`config.mk`:
```
export PLATFORM = sky130hd
export DESIGN_NAME = bus_dispatcher
export DESIGN_NICKNAME = d
export VERILOG_FILES = /design/src/rtl/bus_pkg.sv /design/src/rtl/bus_res_reg.sv /design/src/rtl/bus_dispatcher.sv
export SDC_FILE = /design/constraint.sdc
export NUM_CORES = 1
export LEC_CHECK = 0
export CORE_MARGIN = 10
export CORE_UTILIZATION = 42
export CTS_CLUSTER_SIZE = 20
export DETAILED_ROUTE_END_ITERATION = 8
export HOLD_SLACK_MARGIN = 0.02
export PLACE_DENSITY = 0.85
export SLEW_MARGIN = 20
export SYNTH_ARGS = -nofsm -noshare
export SYNTH_HDL_FRONTEND = slang
export SYNTH_SLANG_ARGS = --single-unit
```
`constraint.sdc`:
```
create_clock -name clk -period 5.5 [get_ports clk]
set_clock_uncertainty 0.1 [all_clocks]
set_input_delay 1.65 -clock clk [delete_from_list [all_inputs] [get_ports clk]]
set_output_delay 1.65 -clock clk [all_outputs]
set_load 0.005 [all_outputs]
```
`src/rtl/bus_pkg.sv`:
```
// bus_pkg: dispatch state encoding and caster_en bit positions
package bus_pkg;
  typedef enum logic [2:0] {IDLE, LD_IF, LD_FL, LD_PS, WAIT, DRAIN, DONE} state_t;
  localparam int CASTER_IFMAP = 0;
  localparam int CASTER_FLTR = 1;
  localparam int CASTER_PSUM = 2;
endpackage

```
`src/rtl/bus_res_reg.sv`:
```
// bus_res_reg: holds one column result and presents it on the vld/rdy result port
module bus_res_reg #(
  parameter int W = 32
) (
  input  logic         clk,
  input  logic         rstn,
  input  logic         cap,
  input  logic [W-1:0] cap_dat,
  input  logic         show,
  input  logic         res_rdy,
  output logic         res_vld,
  output logic [W-1:0] res_dat,
  output logic         acc
);
  // result stays stable from capture until the next capture
  always_ff @(posedge clk or negedge rstn)
    if (!rstn) res_dat <= '0;
    else if (cap) res_dat <= cap_dat;
  assign res_vld = show;
  assign acc = show & res_rdy;
endmodule

```
`src/rtl/bus_dispatcher.sv`:
```
// bus_dispatcher: loads ifmap/fltr/psum per column into the casters and returns results; DISPATCH_TIMEOUT_EN adds a WAIT timeout
module bus_dispatcher
  import bus_pkg::*;
#(
  parameter  int DATA_WIDTH  = 16,
  parameter  int NUM_COL     = 4,
  parameter  int TIMEOUT_CYC = 256,
  localparam int CW = NUM_COL > 1 ? $clog2(NUM_COL) : 1
) (
  input  logic                    clk,
  input  logic                    rstn,
  input  logic                    start,
  input  logic                    ifmap_vld,
  output logic                    ifmap_rdy,
  input  logic [DATA_WIDTH-1:0]   ifmap_dat,
  input  logic                    fltr_vld,
  output logic                    fltr_rdy,
  input  logic [DATA_WIDTH-1:0]   fltr_dat,
  input  logic                    psum_vld,
  output logic                    psum_rdy,
  input  logic [2*DATA_WIDTH-1:0] psum_dat,
  output logic [2:0]              caster_en,
  output logic [DATA_WIDTH-1:0]   ifmap_b2m,
  output logic [DATA_WIDTH-1:0]   fltr_b2m,
  output logic [2*DATA_WIDTH-1:0] psum_b2m,
  input  logic                    caster_ready,
  input  logic                    caster_valid,
  input  logic [2*DATA_WIDTH-1:0] psum_m2b,
  output logic                    res_vld,
  input  logic                    res_rdy,
  output logic [2*DATA_WIDTH-1:0] res_dat,
  output logic [CW-1:0]           col_sel,
  output logic                    busy,
  output logic                    done,
  output logic                    err
);
  state_t state, nxt;
  logic [CW-1:0] col;
  logic if_x, fl_x, ps_x, cap, acc, tmo, last;
  logic [DATA_WIDTH-1:0] if_q, fl_q;
  logic [2*DATA_WIDTH-1:0] ps_q;
  assign if_x = state == LD_IF && ifmap_vld && caster_ready;
  assign fl_x = state == LD_FL && fltr_vld && caster_ready;
  assign ps_x = state == LD_PS && psum_vld && caster_ready;
  assign last = col == CW'(NUM_COL - 1);
  assign cap = state == WAIT && (caster_valid || tmo);
  assign ifmap_rdy = if_x;
  assign fltr_rdy = fl_x;
  assign psum_rdy = ps_x;
  assign ifmap_b2m = if_x ? ifmap_dat : if_q;
  assign fltr_b2m = fl_x ? fltr_dat : fl_q;
  assign psum_b2m = ps_x ? psum_dat : ps_q;
  assign col_sel = col;
  assign busy = state != IDLE;
  assign done = state == DONE;
  // one-hot caster enable, only during the transfer cycle of each load
  always_comb begin
    caster_en = '0;
    caster_en[CASTER_IFMAP] = if_x;
    caster_en[CASTER_FLTR] = fl_x;
    caster_en[CASTER_PSUM] = ps_x;
  end
  // next-state: each stage advances only on its own handshake
  always_comb begin
    nxt = state;
    case (state)
      IDLE:    nxt = start ? LD_IF : IDLE;
      LD_IF:   nxt = if_x ? LD_FL : LD_IF;
      LD_FL:   nxt = fl_x ? LD_PS : LD_FL;
      LD_PS:   nxt = ps_x ? WAIT : LD_PS;
      WAIT:    nxt = cap ? DRAIN : WAIT;
      DRAIN:   nxt = acc ? (last ? DONE : LD_IF) : DRAIN;
      default: nxt = IDLE;
    endcase
  end
  // state, column counter and last-transferred words held for the casters
  always_ff @(posedge clk or negedge rstn)
    if (!rstn) begin
      state <= IDLE;
      col <= '0;
      if_q <= '0;
      fl_q <= '0;
      ps_q <= '0;
    end else begin
      state <= nxt;
      if (if_x) if_q <= ifmap_dat;
      if (fl_x) fl_q <= fltr_dat;
      if (ps_x) ps_q <= psum_dat;
      if (acc) col <= last ? '0 : col + CW'(1);
    end
`ifdef DISPATCH_TIMEOUT_EN
  localparam int TW = $clog2(TIMEOUT_CYC + 1);
  logic [TW-1:0] cnt;
  assign tmo = state == WAIT && !caster_valid && cnt == TW'(TIMEOUT_CYC - 1);
  // WAIT cycle counter and sticky timeout flag
  always_ff @(posedge clk or negedge rstn)
    if (!rstn) begin
      cnt <= '0;
      err <= 1'b0;
    end else begin
      cnt <= state == WAIT ? cnt + TW'(1) : '0;
      err <= err | tmo;
    end
`else
  assign tmo = TIMEOUT_CYC < 0;
  assign err = 1'b0;
`endif
  bus_res_reg #(.W(2 * DATA_WIDTH)) u_res (
    .clk     (clk),
    .rstn    (rstn),
    .cap     (cap),
    .cap_dat (tmo ? '0 : psum_m2b),
    .show    (state == DRAIN),
    .res_rdy (res_rdy),
    .res_vld (res_vld),
    .res_dat (res_dat),
    .acc     (acc)
  );
endmodule

```
==> flow_summary.yaml <==
pwr:
  p_per_area_nw_per_um2: 476.4
  power_leakage_uw: 0.002730
  design_power_total_uw: 3075
  max-vdd-ir-drop_v: 0.0002744
floorplan:
  initial_utilization_pct: 43.19
  die_x_um: 117.7
  ioPinCount: 213
  rows: 35
  coreArea_um2: 9284
  die_h_um: 117.7
  die-area_um2: 13860
clock_tree:
  clkTransAtPathRegs_ns: 0.08
  clock-sinks: 101
  cts_buffers: 9
  cts_tree: "done"
  clk_latency_ns: 0.34
  clockBufferDepth: 2
  ctsResizeCount: 0
  clockRootBuffer: "clkbuf_8"
  post_cts_buffers: 0
  hold_buffers: 0
  htreeDepth: 3
synth:
  yosys.cell_types.count: 26
  netlist_top_cells_count: "101 x dfrtp_1, 78 x mux2_2, 13 x buf_4"
  synth-main-ff-cell: "dfrtp_1"
  synth_area_leaders: "dfrtp_1 63%, mux2_2 22%, mux2_1 3.4%"
  synth_area_um2: 4010
  synth.avg_cell_area_um2: 16.17
  synth_area_leader_cell: "dfrtp_1"
  syn_inst: 248
  ys_async_sr_fraction_pct: 100.0
  synth_top_area_share_pct: 63.03
  synth_warnings: 0
  synth_edf_count: 0
  post-synth-top-count-cell: "dfrtp_1"
  synth_nets: 354
  ys_ff_latch: 101
  ys_seq_area_share_pct: 63.03
drt:
  avgRoutedWirePerCell_um: 19.55
  dr.pass1.iters: 4
  via_per_inst: 4.848
  routed_wl_um: 11600
  ant_nets: 0
  vias: 2875
  dr.first_iter.drc_count: 140
  drc: 0
worst_setup_path:
  cp_common_cell: "clkdlybuf4s50_1"
  cp-start-kind: "input pin"
  crit_family: "buffers and inverters"
  slowest_delay_ns: 0.56
  slowest_stage: "clkdlybuf4s50_1"
  worstPathCellList: "clkdlybuf4s50_1 > nand3_1 > nor2_4 > buf_4 > mux2_2 > clkdlybuf4s50_1"
  cp_max_fo: 11
  crit_arrival_ns: 3.61
  end_kind: "primary output"
  crit_required_ns: 3.75
  worstSetupPathType: "input pin to primary output"
  path_buf_inv: 3
placed_design:
  place_ws_ns: 0.1334
  place_congestion: 0.7896
  portBuffers: 211
  place_hpwl_um: 9214
  placed_cell_area_um2: 6240
sta:
  finalMaxSlewViolations: 0
  period_minus_slack_ns: 5.355
  setup_ws_ns: 0.1447
  finalHoldViolations: 0
  tns_ns: 0
  finalCritPeriodShare_pct: 97.37
  rsz0062_at_grt: "false"
  fmax_ghz: 0.1867
  setup_viol: 0
global_routing:
  grt_pass1_vias: 3243
  grt_overflow_total: 0
  grt_max_degree: 79
  grt_usage_pct: 16.60
  grt_pass1_wl_um: 18420
  antenna_found_initial: 0
cells_and_area:
  nNetsFinal: 567
  design_area_um2: 6455
  syn_to_final_growth_pct: 60.97
  drive_above_1_share_pct: 24.57
  fin_util_pct: 69.53
  antenna_cells: 0
min_path:
  hp-class: "flop to flop"
status:
  outcome: "finished, final reports clean"
job:
  max-cap-violations: 0
path summary, 6_finish.rpt:
path / cells past startpoint / from / to / slack, ns
max in group asynchronous: 3 / rstn / fl_q[13]$_DFF_PN0_ / 3.26
max reg2reg: 4 / state[0]$_DFF_PN0_ / u_res.res_dat[26]$_DFFE_PN0P_ / 3.65
min in group asynchronous: 1 / rstn / ps_q[13]$_DFF_PN0_ / 1.08
max: 6 / caster_ready / psum_b2m[22] / 0.14
min: 1 / if_q[14]$_DFF_PN0_ / if_q[14]$_DFF_PN0_ / 0.39
min reg2reg: 1 / if_q[14]$_DFF_PN0_ / if_q[14]$_DFF_PN0_ / 0.39
where the power goes:
part	switching (µW)	internal (µW)	leakage [µW]
clock network	238	217	0.0000902
logic	460	957	0.00138
registers	135	1070	0.00126
total	834	2240	0.00273
cell usage in the layout, fill, tap and decap left out:
| cell | instances |
|---|---|
| clkdlybuf4s50_1 | 210 |
| dfrtp_1 | 101 |
| mux2_2 | 78 |
| mux2_1 | 12 |
| clkbuf_8 | 10 |
| mux2_4 | 8 |
| nand2_1 | 6 |
| buf_4 | 4 |
| nand3_1 | 3 |
| nor2_1 | 3 |
| a21oi_1 | 3 |
| nand3b_1 | 3 |
| buf_12 | 3 |
| nor3_4 | 2 |
| and3_1 | 2 |
| clkinvlp_4 | 2 |
| nand2b_4 | 1 |
| nor2_4 | 1 |
| nand3_2 | 1 |
| inv_1 | 1 |
| o21ai_0 | 1 |
| a31o_2 | 1 |
| or3_1 | 1 |
| a2111o_1 | 1 |
| nor3b_1 | 1 |
| ha_1 | 1 |
| conb_1 | 1 |
| bufinv_16 | 1 |
| clkinv_2 | 1 |
| buf_16 | 1 |
routing by layer:
metal	global-route usage [%]	share of wire, %	vias up
met5	0	0	-
met4	4.405	1.0	0
met3	7.626	9.5	8
met2	28.67	51	128
met1	17.94	38	1456
li1	-	-	1283
logic make-up after synthesis:
| group | Yosys count | synth area share, % |
|---|---|---|
| DFF | 101 | 63.03 |
| muxes | 98 | 28.27 |
| and+or+nand+nor | 24 | 3.994 |
| buffers and inverters | 17 | 3.307 |
| AOI/OAI and AO/OA | 6 | 0.9982 |
| adders and majority gates | 1 | 0.3120 |
| other | 1 | 0.09351 |
registers in the layout, indices dropped and copies added (netlist names):
name           cells
ps_q              32
if_q              16
col_sel            2
fl_q              16
u_res.res_dat     32
state              3
cell type report:
class	count	area, µm²
Clock inverter	4	50.05
Multi-Input combinational cell	130	1355
Inverter	1	3.754
Timing Repair Buffer	218	2220
Sequential cell	101	2527
Fill cell	701	2829
Tap cell	129	161.4
Clock buffer	10	137.6
metrics by stage:
stage | hold WS, ns | instances
final | 0.3906 | 593
after global routing | 0.4075 | 593
after floorplan | 0.3763 | 248
after CTS | 0.3951 | 592
after global placement | 0.3635 | 578
after detailed placement | 0.3738 | 578
No activity file was read; power rests on OpenSTA's default activity.
